===== src/rtl/usb_endpoint_poll_table.sv =====
// Endpoint table fed by the descriptor parser; counts bInterval frames per entry and
// offers due IN endpoints round-robin to the token engine (1 clk pending->offer, offer held until ready).
module usb_endpoint_poll_table #(
  parameter int DEPTH = 4,
  parameter int IDX_W = (DEPTH > 1) ? $clog2(DEPTH) : 1
) (
  input  logic             clk,
  input  logic             rst_n,
  input  logic             clear,
  input  logic             ep_valid,
  input  logic [3:0]       ep_number,
  input  logic             ep_direction,
  input  logic [1:0]       ep_type,
  input  logic [10:0]      ep_max_packet,
  input  logic [7:0]       ep_interval,
  input  logic [7:0]       ep_iface,
  input  logic             sof_tick,
  output logic             poll_valid,
  input  logic             poll_ready,
  output logic [3:0]       poll_number,
  output logic [1:0]       poll_type,
  output logic [10:0]      poll_max_packet,
  output logic [7:0]       poll_iface,
  output logic [IDX_W-1:0] poll_index,
  output logic [IDX_W:0]   entry_count,
  output logic             full,
  output logic             overflow
);

  typedef struct packed {
    logic        valid;
    logic        pending;
    logic [3:0]  number;
    logic [1:0]  ttype;
    logic [10:0] mps;
    logic [7:0]  iface;
    logic [7:0]  interval;
    logic [7:0]  cdown;
  } entry_t;

  typedef enum logic {S_IDLE, S_OFFER} state_t;

  entry_t            tbl_q [DEPTH];
  entry_t            tbl_d [DEPTH];
  state_t            state_q;
  logic              poll_valid_q;
  logic [3:0]        poll_number_q;
  logic [1:0]        poll_type_q;
  logic [10:0]       poll_mps_q;
  logic [7:0]        poll_iface_q;
  logic [IDX_W-1:0]  poll_index_q;
  logic [IDX_W-1:0]  rr_q;
  logic [IDX_W:0]    count_q;
  logic              overflow_q;
  logic              repend_q;

  logic              hit, free_found, ins_en, ins_wr, ins_new, ins_drop, accept;
  logic [IDX_W-1:0]  hit_idx, free_idx, ins_slot;
  logic [7:0]        eff_interval;
  logic              sel_found;
  logic [IDX_W-1:0]  sel_idx, rr_j;
  logic [IDX_W:0]    rr_sum;

  // Only IN endpoints are stored, so the number alone identifies a key among valid slots.
  always_comb begin
    hit        = 1'b0;
    hit_idx    = '0;
    free_found = 1'b0;
    free_idx   = '0;
    for (int i = 0; i < DEPTH; i++) begin
      if (tbl_q[i].valid && tbl_q[i].number == ep_number && !hit) begin
        hit     = 1'b1;
        hit_idx = IDX_W'(i);
      end
      if (!tbl_q[i].valid && !free_found) begin
        free_found = 1'b1;
        free_idx   = IDX_W'(i);
      end
    end
  end

  assign ins_en       = ep_valid && ep_direction;
  assign ins_wr       = ins_en && (hit || free_found);
  assign ins_new      = ins_en && !hit && free_found;
  assign ins_drop     = ins_en && !hit && !free_found;
  assign ins_slot     = hit ? hit_idx : free_idx;
  assign eff_interval = (ep_interval == 8'd0) ? 8'd1 : ep_interval;
  assign accept       = (state_q == S_OFFER) && poll_ready;

  always_comb begin
    for (int i = 0; i < DEPTH; i++) begin
      tbl_d[i] = tbl_q[i];
      if (sof_tick && tbl_q[i].valid && !tbl_q[i].pending) begin
        if (tbl_q[i].cdown > 8'd1) begin
          tbl_d[i].cdown = tbl_q[i].cdown - 8'd1;
        end else begin
          tbl_d[i].pending = 1'b1;
          tbl_d[i].cdown   = 8'd0;
        end
      end
      // A slot rewritten while offered stays pending so the new fields get polled.
      if (accept && poll_index_q == IDX_W'(i) && !repend_q) begin
        tbl_d[i].pending = 1'b0;
        tbl_d[i].cdown   = tbl_q[i].interval;
      end
      if (ins_wr && ins_slot == IDX_W'(i)) begin
        tbl_d[i].valid    = 1'b1;
        tbl_d[i].pending  = 1'b1;
        tbl_d[i].number   = ep_number;
        tbl_d[i].ttype    = ep_type;
        tbl_d[i].mps      = ep_max_packet;
        tbl_d[i].iface    = ep_iface;
        tbl_d[i].interval = eff_interval;
        tbl_d[i].cdown    = 8'd0;
      end
      if (clear) begin
        tbl_d[i] = '0;
      end
    end
  end

  always_comb begin
    sel_found = 1'b0;
    sel_idx   = '0;
    rr_sum    = '0;
    rr_j      = '0;
    for (int i = 0; i < DEPTH; i++) begin
      rr_sum = {1'b0, rr_q} + (IDX_W+1)'(i);
      if (rr_sum >= (IDX_W+1)'(DEPTH)) begin
        rr_sum = rr_sum - (IDX_W+1)'(DEPTH);
      end
      rr_j = rr_sum[IDX_W-1:0];
      if (!sel_found && tbl_q[rr_j].valid && tbl_q[rr_j].pending) begin
        sel_found = 1'b1;
        sel_idx   = rr_j;
      end
    end
  end

  always_ff @(posedge clk or negedge rst_n) begin
    if (!rst_n) begin
      for (int i = 0; i < DEPTH; i++) begin
        tbl_q[i] <= '0;
      end
      count_q    <= '0;
      overflow_q <= 1'b0;
    end else begin
      tbl_q <= tbl_d;
      if (clear) begin
        count_q    <= '0;
        overflow_q <= 1'b0;
      end else begin
        if (ins_new) count_q <= count_q + 1'b1;
        if (ins_drop) overflow_q <= 1'b1;
      end
    end
  end

  always_ff @(posedge clk or negedge rst_n) begin
    if (!rst_n) begin
      state_q       <= S_IDLE;
      poll_valid_q  <= 1'b0;
      poll_number_q <= '0;
      poll_type_q   <= '0;
      poll_mps_q    <= '0;
      poll_iface_q  <= '0;
      poll_index_q  <= '0;
      rr_q          <= '0;
      repend_q      <= 1'b0;
    end else if (clear) begin
      state_q       <= S_IDLE;
      poll_valid_q  <= 1'b0;
      poll_number_q <= '0;
      poll_type_q   <= '0;
      poll_mps_q    <= '0;
      poll_iface_q  <= '0;
      poll_index_q  <= '0;
      rr_q          <= '0;
      repend_q      <= 1'b0;
    end else begin
      case (state_q)
        S_IDLE: begin
          if (sel_found) begin
            state_q       <= S_OFFER;
            poll_valid_q  <= 1'b1;
            poll_number_q <= tbl_q[sel_idx].number;
            poll_type_q   <= tbl_q[sel_idx].ttype;
            poll_mps_q    <= tbl_q[sel_idx].mps;
            poll_iface_q  <= tbl_q[sel_idx].iface;
            poll_index_q  <= sel_idx;
            repend_q      <= ins_wr && (ins_slot == sel_idx);
          end
        end
        S_OFFER: begin
          if (ins_wr && ins_slot == poll_index_q) repend_q <= 1'b1;
          if (poll_ready) begin
            state_q      <= S_IDLE;
            poll_valid_q <= 1'b0;
            repend_q     <= 1'b0;
            rr_q         <= (poll_index_q == IDX_W'(DEPTH-1)) ? '0 : poll_index_q + 1'b1;
          end
        end
        default: state_q <= S_IDLE;
      endcase
    end
  end

  assign poll_valid      = poll_valid_q;
  assign poll_number     = poll_number_q;
  assign poll_type       = poll_type_q;
  assign poll_max_packet = poll_mps_q;
  assign poll_iface      = poll_iface_q;
  assign poll_index      = poll_index_q;
  assign entry_count     = count_q;
  assign full            = (count_q == (IDX_W+1)'(DEPTH));
  assign overflow        = overflow_q;

endmodule


===== config.mk =====
export PLATFORM = sky130hd
export DESIGN_NAME = usb_endpoint_poll_table
export DESIGN_NICKNAME = d
export VERILOG_FILES = /design/src/rtl/usb_endpoint_poll_table.sv
export SDC_FILE = /design/constraint.sdc
export NUM_CORES = 1
export LEC_CHECK = 0
export BUFFER_PORTS_ARGS = -buffer_cell sky130_fd_sc_hd__clkbuf_2
export CAP_MARGIN = 20
export CORE_ASPECT_RATIO = 1.1
export CORE_MARGIN = 3
export CORE_UTILIZATION = 55
export CTS_CLUSTER_SIZE = 25
export DETAILED_ROUTE_END_ITERATION = 10
export PLACE_DENSITY = 0.88
export RECOVER_POWER = 25
export SLEW_MARGIN = 20
export SYNTH_ARGS = -nofsm -noshare
export SYNTH_HDL_FRONTEND = slang
export SYNTH_SLANG_ARGS = --single-unit

===== constraint.sdc =====
create_clock -name clk -period 2.15 [get_ports clk]
set_input_delay 0.1075 -clock clk [delete_from_list [all_inputs] [get_ports clk]]
set_output_delay 0.1075 -clock clk [all_outputs]
set_load 0.02 [all_outputs]

==> results of run 1 <==
layout by cell type (no fill, tap or decap), drive strengths merged, types with 4 or more instances in the layout:
cell	synthesis	layout
a211oi	6	6
a21o	5	5
a21oi	27	27
a221oi	14	14
a31oi	6	6
a32oi	4	4
and2	8	8
buf	36	111
clkbuf	31	100
clkinv	0	5
dfrtp	208	208
dlygate4sd3	0	31
ha	14	14
inv	20	21
mux2i	181	181
nand2	65	65
nand2b	7	7
nand3	16	16
nor2	184	184
nor2b	6	6
nor3	34	34
nor3b	6	6
nor4	7	7
o21ai	36	36
o221ai	25	25
xnor2	12	12
xor2	14	14
area by class of cell:
type,instances,area [sq um]
inverter,20,75.07
multi-input combinational,718,5265
clock inverter,11,141.4
clock buffer,28,603.1
fill,1106,5025
timing repair buffer,217,1987
sequential,208,5207
tap,243,304.0
kinds of logic (layout without fill, tap and decap cells):
| kind of cell | Yosys count | after routing | synth area share |
|---|---|---|---|
| simple gates | 350 | 350 | 0.1486 |
| flops | 208 | 208 | 0.4934 |
| mux | 181 | 181 | 0.1717 |
| compound gates | 147 | 147 | 0.09856 |
| buf+inv | 87 | 276 | 0.04957 |
| xor+xnor | 26 | 26 | 0.02158 |
| fa+ha+maj | 14 | 14 | 0.01660 |
through the flow:
| step | std cells | setup TNS, ns | util |
|---|---|---|---|
| 3_3_place_gp | 1341 | -5.581 | 0.6235 |
| 5_1_grt | 1445 | -60.09 | 0.7300 |
| 4_1_cts | 1435 | -14.93 | 0.7045 |
| 6_report | 1445 | -43.89 | 0.7300 |
| 3_5_place_dp | 1341 | -15.05 | 0.6235 |
| 2_1_floorplan | 1013 | 0 | - |
timing repair:
item,4_1_cts,5_1_grt
endpoints found under the hold margin,321,0
gates resized for setup,45,85
hold buffers,31,0
pin swaps,21,44
setup endpoints to repair,159,198
gates cloned,5,2
buffers inserted,20,11
flip-flops by register name (all words and copies together) (netlist names):
signal           count
poll_iface           8
entry_count          3
tbl_q              172
poll_max_packet     11
overflow             1
poll_index           2
poll_type            2
poll_number          4
poll_valid           1
state_q              1
repend_q             1
rr_q                 2
power by group:
group	total [uW]	switching [uW]	internal (uW)
logic	852	501	351
clock network	3960	1710	2250
registers	4040	58.1	3980
total	8850	2270	6580
how the worst min path moves through the flow:
stage / start / end / slack (ns) / cells after the start
2_1_floorplan: rst_n / entry_count[0]$_DFFE_PN0P_ / -0.19 / 0
4_1_cts: ep_number[3] / tbl_q[40]$_DFFE_PN0P_ / 0.02 / 3
5_1_grt: clear / tbl_q[24]$_DFFE_PN0P_ / 0.06 / 2
3_3_place_gp: rst_n / tbl_q[46]$_DFFE_PN0P_ / 0.04 / 1
6_report: clear / tbl_q[25]$_DFFE_PN0P_ / 0.03 / 2
3_5_place_dp: rst_n / tbl_q[44]$_DFFE_PN0P_ / 0.05 / 1
worst max-delay path, delay by kind of cell, from the launching register on:
kind | cells | cell delay (ns)
buffers and inverters | 1 | 0.23
AO/OA/AOI/OAI | 2 | 0.73
XOR/XNOR | 1 | 0.27
multiplexers | 1 | 0.16
flip-flops | 1 | 0.44
AND/OR/NAND/NOR | 3 | 0.73
per-layer routing:
layer,routed length (um),global-route usage,vias up
met5,0,0,-
li1,-,-,3919
met1,11860,0.3388,4616
met2,16810,0.5151,638
met4,2187,0.1482,0
met3,2844,0.04831,208
==> flow_summary_export.csv, run 1 <==
group,metric,value,unit
power_and_ir_drop,power_density,651.7,nW/um^2
power_and_ir_drop,ir_worst_vdd,0.7304,mV
outcome,run_status,"finished with violations",
outcome,violations,"capacitance limit, slew limit, setup timing",
setup_path,cp.required,2.58,ns
sta,worst_pin_slew,1.772,ns
global_routing,grt_pass1_wl,49130,um
placement,placed_area,11600,sq um
die,die_area,20880,sq um
sta,skew,0.04772,ns
clocking,clock_path_buffers,3,
setup_path,r2r_end,"tbl_q[70]$_DFFE_PN0P_",
sta,setup_violations,172,
placement,gp_congestion,0.8756,
setup_path,crit_path_max_fanout,20,
placement,hpwl,17220,um
setup_path,cpPeakStageDelay,0.61,ns
cells_and_area,area_growth,28.75,%
clocking,cts_tree,"built",
placement,post-place-ws,-0.1809,ns
routing,wl_per_cell,23.32,um
yosys,yosys_warnings,0,
yosys,synth.distinct_cells,67,
clocking,cts_sinks,208,
clocking,cts_root_buf,"clkbuf_16",
die,die_x,138.1,um
sta,slew_viol_final,35,
yosys,synth-main-ff-cell,"dfrtp_1",
sta,finalHoldViolCount,0,
global_routing,grtUsageTotal,0.2888,
cells_and_area,fin_nets,1241,
global_routing,grt_pass1_vias,9453,
clocking,clk_pin_slew,0.08,ns
yosys,postSynth.asyncResetShare,1.000,
yosys,synth.area.top_cells,"dfrtp_1 (49%), mux2i_1 (17%), nor2_1 (6.5%)",
yosys,yosys-top-cells-count,"dfrtp_1 (208), nor2_1 (184), mux2i_1 (181), nand2_1 (65), o21ai_0 (33)",
yosys,synth_seq_cells,208,
routing,via_count,9381,
die,start_util,0.5670,
setup_path,start_kind,"register",
setup_path,startpoint,"tbl_q[81]$_DFFE_PN0P_",
yosys,yosysMostFrequentCell,"dfrtp_1",
yosys,synth_nets,1067,
cells_and_area,fin_area,13580,sq um
global_routing,grt_overflow,0,
global_routing,grt_max_degree,90,
yosys,syn_avg_cell_area,10.41,sq um
hold_path,holdCritPathClass,"in2reg",
cells_and_area,drive_above_1_share,0.2521,
sta,fin_crit_sh,1.240,
sta,max_freq,375.1,MHz
routing,drt_wl_total,33700,um
setup_path,path_class,"reg2reg",
setup_path,arrival,3.10,ns
power_and_ir_drop,p_leak,0.006693,uW
global_routing,antenna_found_initial,0,
sta,relSlewSlack,-0.1811,
setup_path,rrSetupSlack,-0.52,ns
clocking,cts_max_level,1,
sta,fin_ws,-0.5156,ns
setup_path,worstPathCellList,"xnor2_2 -> nand3_2 -> nor3_4 -> o21ai_4 -> a2111o_2 -> buf_12 -> mux2i_2 -> nor2_1",
clocking,worstSkewPairLatency,0.55,ns
sta,grt_setup_unrepaired,"yes",
routing,drc,0,
power_and_ir_drop,finalPower,8852,uW
setup_path,rr_worst_depth,8,
clocking,cts_buffers,22,
yosys,synth_top_cell_area_share,0.4934,
routing,first_iter_violations,1072,
cells_and_area,n_antenna_cell,0,
job,maxCapViolations,1,
sta,whs,0.03325,ns
setup_path,cp-end-kind,"register",
yosys,seq_area_frac_synth,0.4934,
yosys,yosysTopAreaCell,"dfrtp_1",
routing,antenna_left,0,
die,io-pin-count,73,
routing,viasPerCell,6.492,
setup_path,crit_slowest_cell,"a2111o_2",
routing,dr.pass1.iters,5,
placement,port_buffers,72,
yosys,netlist_area,10550,sq um
setup_path,r2r-start,"tbl_q[81]$_DFFE_PN0P_",
die,dieHeight,151.3,um
setup_path,endpoint,"tbl_q[70]$_DFFE_PN0P_",
yosys,synth-edff-count,0,
die,design.core.area,18610,sq um
die,rows,52,
sta,period_needed,2.666,ns
yosys,syn_inst,1013,
No activity file was read; power rests on OpenSTA's default activity.
==> inputs of run 2 (changes only) <==
Settings changed: CTS_BUF_LIST set to sky130_fd_sc_hd__clkbuf_16.
Clock period 2.15 ns to 2.1 ns, I/O delays scaled along.
==> run 2 against run 1 <==
Net effect:
- the run still ends with capacitance limit, slew limit, setup timing left
- first-iteration DRC count rose by 8.4%
- clock skew fell by 0.026 ns
- setup slack got worse by 0.011 ns
- cell count rose by 1.2%
- die area did not move
- global-route usage rose by 4.1 points
- power rose by 5.0%
- sequential power rose by 2%
- critical path type unchanged
- highest routed layer unchanged
==> flow_summary_export.csv, run 2 (synthesis results as in run 1) <==
group,metric,value,unit
outcome,run_status,"finished with violations",
outcome,violations,"capacitance limit, slew limit, setup timing",
setup_path,r2r_end,"tbl_q[150]$_DFFE_PN0P_",
cells_and_area,n_antenna_cell,0,
setup_path,cpPeakStageDelay,0.41,ns
die,io-pin-count,73,
setup_path,rr_worst_depth,11,
clocking,cts_sinks,208,
placement,port_buffers,72,
placement,placed_cells,1349,
placement,post-place-ws,-0.3007,ns
sta,relSlewSlack,-0.2920,
routing,dr.pass1.iters,6,
clocking,cts_root_buf,"clkbuf_16",
routing,first_iter_violations,1162,
power_and_ir_drop,p_int,6928,uW
global_routing,grt_max_degree,117,
clocking,clock_path_buffers,3,
sta,fin_crit_sh,1.251,
die,dieHeight,151.3,um
setup_path,crit_slowest_cell,"dfrtp_1",
setup_path,endpoint,"tbl_q[150]$_DFFE_PN0P_",
setup_path,path_class,"reg2reg",
routing,wl_per_cell,26.06,um
power_and_ir_drop,ir_worst_vdd,0.5680,mV
sta,finalHoldViolCount,0,
job,maxCapViolations,1,
sta,fin_ws,-0.5269,ns
setup_path,cp.required,2.46,ns
sta,period_needed,2.627,ns
sta,max_freq,380.7,MHz
clocking,worstSkewPairLatency,0.53,ns
global_routing,grt_pass1_wl,54720,um
die,start_util,0.5670,
cells_and_area,final_common_cell,"dfrtp_1",
setup_path,cp-end-kind,"register",
setup_path,crit_path_max_fanout,5,
cells_and_area,instances_no_fill,1463,
die,rows,52,
power_and_ir_drop,p_clk_frac,0.454,
power_and_ir_drop,power_density,659.2,nW/um^2
die,design.core.area,18610,sq um
cells_and_area,drive_above_1_share,0.2836,
power_and_ir_drop,switching_share,0.2544,
placement,placed_area,11670,sq um
setup_path,r2r-start,"tbl_q[39]$_DFFE_PN0P_",
setup_path,start_kind,"register",
power_and_ir_drop,power.net_switching,2363,uW
power_and_ir_drop,p_leak,0.006852,uW
die,die_x,138.1,um
global_routing,grt_pass1_vias,10210,
sta,setup_violations,174,
clocking,clk_pin_slew,0.07,ns
sta,slew_viol_final,70,
setup_path,startpoint,"tbl_q[39]$_DFFE_PN0P_",
routing,drc,0,
routing,antenna_left,0,
routing,viasPerCell,6.695,
cells_and_area,area_growth,33.59,%
routing,via_count,9795,
die,die_area,20880,sq um
hold_path,holdCritPathClass,"in2reg",
placement,gp_congestion,0.8978,
cells_and_area,final_cell_mix,"dfrtp_1 (206), nor2_1 (170), mux2i_1 (147)",
sta,skew,0.02185,ns
sta,grt_setup_unrepaired,"yes",
sta,worst_pin_slew,1.938,ns
clocking,cts_tree,"built",
global_routing,grt_overflow,0,
cells_and_area,post-route-util,0.7574,
global_routing,antenna_found_initial,0,
clocking,cts_buffers,22,
cells_and_area,fin_nets,1259,
power_and_ir_drop,power_frac_seq,0.445,
setup_path,arrival,2.99,ns
clocking,cts_max_level,1,
global_routing,grtUsageTotal,0.3298,
setup_path,rrSetupSlack,-0.53,ns
setup_path,worstPathCellList,"xor2_1 -> nor3_4 -> a32oi_2 -> buf_4 -> o21ai_4 -> buf_6 -> a211o_4 -> buf_12 -> clkbuf_16 -> mux2i_1 -> nor2_1",
routing,drt_wl_total,38130,um
placement,hpwl,16920,um
cells_and_area,largest_register_ffs,172,
cells_and_area,fin_area,14090,sq um
power_and_ir_drop,p_comb_frac,0.101,
cells_and_area,top_register,"tbl_q",
[run 2: cell types whose count changed in the layout (fill, tap and decap cells not counted), sizes merged]
| cell | delta |
|---|---|
| dlymetal6s4s | -1 |
| clkbuf | -3 |
| clkinvlp | -1 |
| clkinv | +4 |
| buf | +18 |
| bufinv | +2 |
| bufbuf | -1 |
[run 2: critical path, delay by kind of cell, from the launching register on]
family / cells / cell delay [ns]
AND/OR/NAND/NOR: 2 / 0.17
multiplexers: 1 / 0.19
XOR/XNOR: 1 / 0.29
flip-flops: 1 / 0.41
buffers and inverters: 4 / 0.64
AO/OA/AOI/OAI: 3 / 0.75
[run 2: layout make-up]
cell class              count  area [sq um]
clock buffers              23         575.6
clock inverters            16         176.4
fillers                  1019          4514
inverters                  20         75.07
multi-input cells         718          5444
flip-flops and latches    208          5207
well taps                 243         304.0
repair buffers            235          2311
[run 2: stage by stage]
stage          TNS [ns]  hold WS (ns)  power (uW)
2_1_floorplan         0       -0.1906        4549
4_1_cts          -22.09       0.02779        9123
6_report         -58.87        0.1060        9291
3_5_place_dp     -25.45        0.1675        4873
5_1_grt          -68.03        0.1024        9514
3_3_place_gp     -15.38        0.1688        4846
[run 2: how the worst min path moves through the flow]
stage / start / end / cells after the start
6_report: ep_interval[0] / tbl_q[94]$_DFFE_PN0P_ / 3
4_1_cts: ep_number[0] / tbl_q[37]$_DFFE_PN0P_ / 4
3_3_place_gp: rst_n / tbl_q[44]$_DFFE_PN0P_ / 1
5_1_grt: ep_interval[0] / tbl_q[94]$_DFFE_PN0P_ / 3
3_5_place_dp: rst_n / tbl_q[46]$_DFFE_PN0P_ / 1
2_1_floorplan: rst_n / entry_count[0]$_DFFE_PN0P_ / 0
[run 2: routing by layer]
| metal | track usage | up-vias | part of all wire |
|---|---|---|---|
| met4 | 0.2357 | 0 | 0.088 |
| met5 | 0 | - | 0 |
| met1 | 0.3602 | 4745 | 0.34 |
| met3 | 0.06536 | 287 | 0.099 |
| li1 | - | 3963 | - |
| met2 | 0.5786 | 800 | 0.48 |
[run 2: power by group through the flow]
stage          sequential (uW)  clock [uW]  combinational [uW]
6_report                  4140        4220                 939
5_1_grt                   4140        4390                 988
4_1_cts                   4120        4140                 857
3_5_place_dp              4190           0                 678
3_3_place_gp              4190           0                 655
2_1_floorplan             4190           0                 359
[run 2: repair_timing]
item / CTS / global route
hold buffers: 31 / 0
pin swaps: 28 / 32
gates resized for setup: 80 / 90
setup buffers: 21 / 16
gates cloned: 14 / 2
setup endpoints to repair: 190 / 200
endpoints found under the hold margin: 176 / 0
==> inputs of run 3 (changes only) <==
Settings changed: CELL_PAD_IN_SITES_DETAIL_PLACEMENT set to 1, CELL_PAD_IN_SITES_GLOBAL_PLACEMENT set to 1, CORE_UTILIZATION 55 to 44.
==> run 3 against run 2 <==
Net effect:
- the run still ends with capacitance limit, slew limit, setup timing left
- sequential power barely moved
- clock-buffer cell count rose by 2
- wire length rose by 28%
- register-to-register slack got worse by 0.43 ns
- final area rose by 2.5%
- fmax fell by 14%
- clock skew rose by 0.0089 ns
- worst hold slack got worse by 0.058 ns
- sequential share of layout area fell by 0.89 points
- flip-flop and latch count did not move
- largest cell class unchanged
- highest routed layer unchanged
==> flow_summary_export.csv, run 3 (synthesis results as in run 1) <==
group,metric,value,unit
outcome,run_status,"finished with violations",
outcome,violations,"capacitance limit, slew limit, setup timing",
power_and_ir_drop,power_frac_seq,0.435,
job,maxCapViolations,1,
die,die_area,25870,sq um
sta,grt_setup_unrepaired,"yes",
global_routing,grt_overflow,0,
routing,drt_wl_total,48770,um
global_routing,grt_pass1_wl,58660,um
routing,wl_per_cell,31.89,um
hold_path,holdCritPathClass,"in2reg",
clocking,cts_root_buf,"clkbuf_16",
power_and_ir_drop,power_density,660.4,nW/um^2
routing,viasPerCell,6.617,
power_and_ir_drop,p_clk_frac,0.459,
hold_path,hold_start,"ep_number[0]",
die,start_util,0.4543,
power_and_ir_drop,switching_share,0.2773,
cells_and_area,fill_cells,2383,
cells_and_area,final_common_cell,"dfrtp_1",
cells_and_area,drive_above_1_share,0.3092,
sta,setup_violations,200,
routing,via_count,10120,
die,rows,58,
routing,top_layer_used,"met4",
sta,worst_pin_slew,1.866,ns
routing,antenna_left,0,
sta,period_needed,3.061,ns
cells_and_area,top_register,"tbl_q",
setup_path,cp.required,2.45,ns
sta,setup_tns,-77.73,ns
clocking,cts_sinks,208,
routing,drc,0,
global_routing,grt_pass1_vias,10310,
cells_and_area,final_cell_mix,"dfrtp_1 (206), nor2_1 (162), mux2i_1 (130)",
power_and_ir_drop,p_comb_frac,0.107,
cells_and_area,area_growth,36.90,%
placement,port_buffers,72,
clocking,clk_pin_slew,0.08,ns
global_routing,antenna_found_initial,0,
routing,met3WireLength,3624,um
sta,relSlewSlack,-0.2439,
routing,first_iter_violations,961,
routing,dr.pass1.iters,5,
clocking,cts_buffers,25,
die,die_x,153.6,um
cells_and_area,n_antenna_cell,0,
setup_path,crit_path_max_fanout,7,
routing,drt-met1-wl,16580,um
setup_path,r2r-start,"tbl_q[126]$_DFFE_PN0P_",
setup_path,start_kind,"register",
setup_path,path_class,"reg2reg",
routing,met2WireLength,24010,um
die,design.core.area,23220,sq um
global_routing,grt_max_degree,94,
power_and_ir_drop,p_int,6893,uW
setup_path,arrival,3.41,ns
setup_path,cp-end-kind,"register",
die,io-pin-count,73,
setup_path,startpoint,"tbl_q[126]$_DFFE_PN0P_",
sta,max_freq,326.7,MHz
sta,fin_crit_sh,1.457,
global_routing,grtUsageTotal,0.2854,
sta,skew,0.03074,ns
clocking,clock_path_buffers,3,
clocking,cts_tree,"built",
sta,fin_ws,-0.9606,ns
sta,slew_viol_final,75,
sta,finalHoldViolCount,0,
power_and_ir_drop,p_leak,0.006892,uW
cells_and_area,instances_no_fill,1529,
cells_and_area,fin_nets,1266,
cells_and_area,largest_register_ffs,172,
power_and_ir_drop,finalPower,9538,uW
placement,gp_congestion,0.8542,
power_and_ir_drop,ir_worst_vdd,0.7211,mV
placement,hpwl,20780,um
clocking,cts_max_level,1,
placement,placed_cells,1402,
power_and_ir_drop,power.net_switching,2645,uW
die,dieHeight,168.4,um
clocking,worstSkewPairLatency,0.56,ns
[run 3: cell count changes in the layout (fill, tap and decap cells not counted), moves of 5 or more]
cell,change
clkbuf_16,+11
buf_16,-6
mux2i_4,+16
nor2_4,+5
mux2i_1,-17
buf_4,+11
nor2_1,-8
buf_6,-7
[run 3: layer usage]
metal | vias to the layer above | GRT usage
met1 | 5118 | 0.3256
li1 | 3977 | -
met2 | 700 | 0.5106
met3 | 323 | 0.05321
met4 | 0 | 0.1440
met5 | - | 0
[run 3: power by group through the flow]
stage / sequential, uW / combinational (uW) / clock (uW)
after CTS: 4130 / 828 / 4250
final: 4140 / 1020 / 4370
after floorplan: 4190 / 359 / 0
after detailed placement: 4200 / 708 / 0
after global routing: 4150 / 1070 / 4550
after global placement: 4190 / 675 / 0
[run 3: worst paths after layout]
kind,to,slack [ns],cells after the start
min in group asynchronous,tbl_q[7]$_DFFE_PN0P_,0.72,2
worst max-delay path,tbl_q[3]$_DFFE_PN0P_,-0.96,10
max in group asynchronous,tbl_q[97]$_DFFE_PN0P_,0.24,3
worst min register to register,poll_iface[5]$_DFFE_PN0P_,0.53,2
worst min-delay path,tbl_q[123]$_DFFE_PN0P_,0.05,3
worst max register to register,tbl_q[3]$_DFFE_PN0P_,-0.96,10
[run 3: layout make-up]
cell class,count,area (sq um),area share
repair buffers,238,2292,0.1587
flip-flops and latches,208,5207,0.3606
inverters,20,75.07,0.005198
clock buffers,25,625.6,0.04332
multi-input cells,719,5712,0.3955
clock inverters,19,155.1,0.01074
well taps,300,375.4,0.02599
[run 3: critical path, cell delays in order, from the launching register on]
cell     delay [ns]
dfrtp_1        0.41
xor2_1         0.18
nor3_2         0.30
nand3_2        0.22
buf_12         0.21
nor3b_4        0.17
nor4b_4        0.16
buf_6          0.16
buf_6          0.14
buf_12         0.14
nor4_1         0.75
[run 3: timing repair]
item / 4_1_cts / 5_1_grt
hold buffers: 32 / 0
endpoints found under the setup margin: 183 / 200
pin swaps: 14 / 42
gates cloned: 7 / 15
buffers inserted: 15 / 22
resized for setup: 47 / 155
hold endpoints to repair: 189 / 0
[run 3: per-stage QoR]
stage / hold slack (ns) / util / instance area (sq um) / setup WS (ns)
after global placement: 0.1845 / 0.5056 / 11740 / -0.1833
after detailed placement: 0.1865 / 0.5056 / 11740 / -0.3628
after floorplan: -0.1906 / - / 10550 / 0.02320
after global routing: 0.04312 / 0.6219 / 14440 / -0.8328
final: 0.04821 / 0.6219 / 14440 / -0.9606
after CTS: 0.03972 / 0.5761 / 13380 / -0.2578
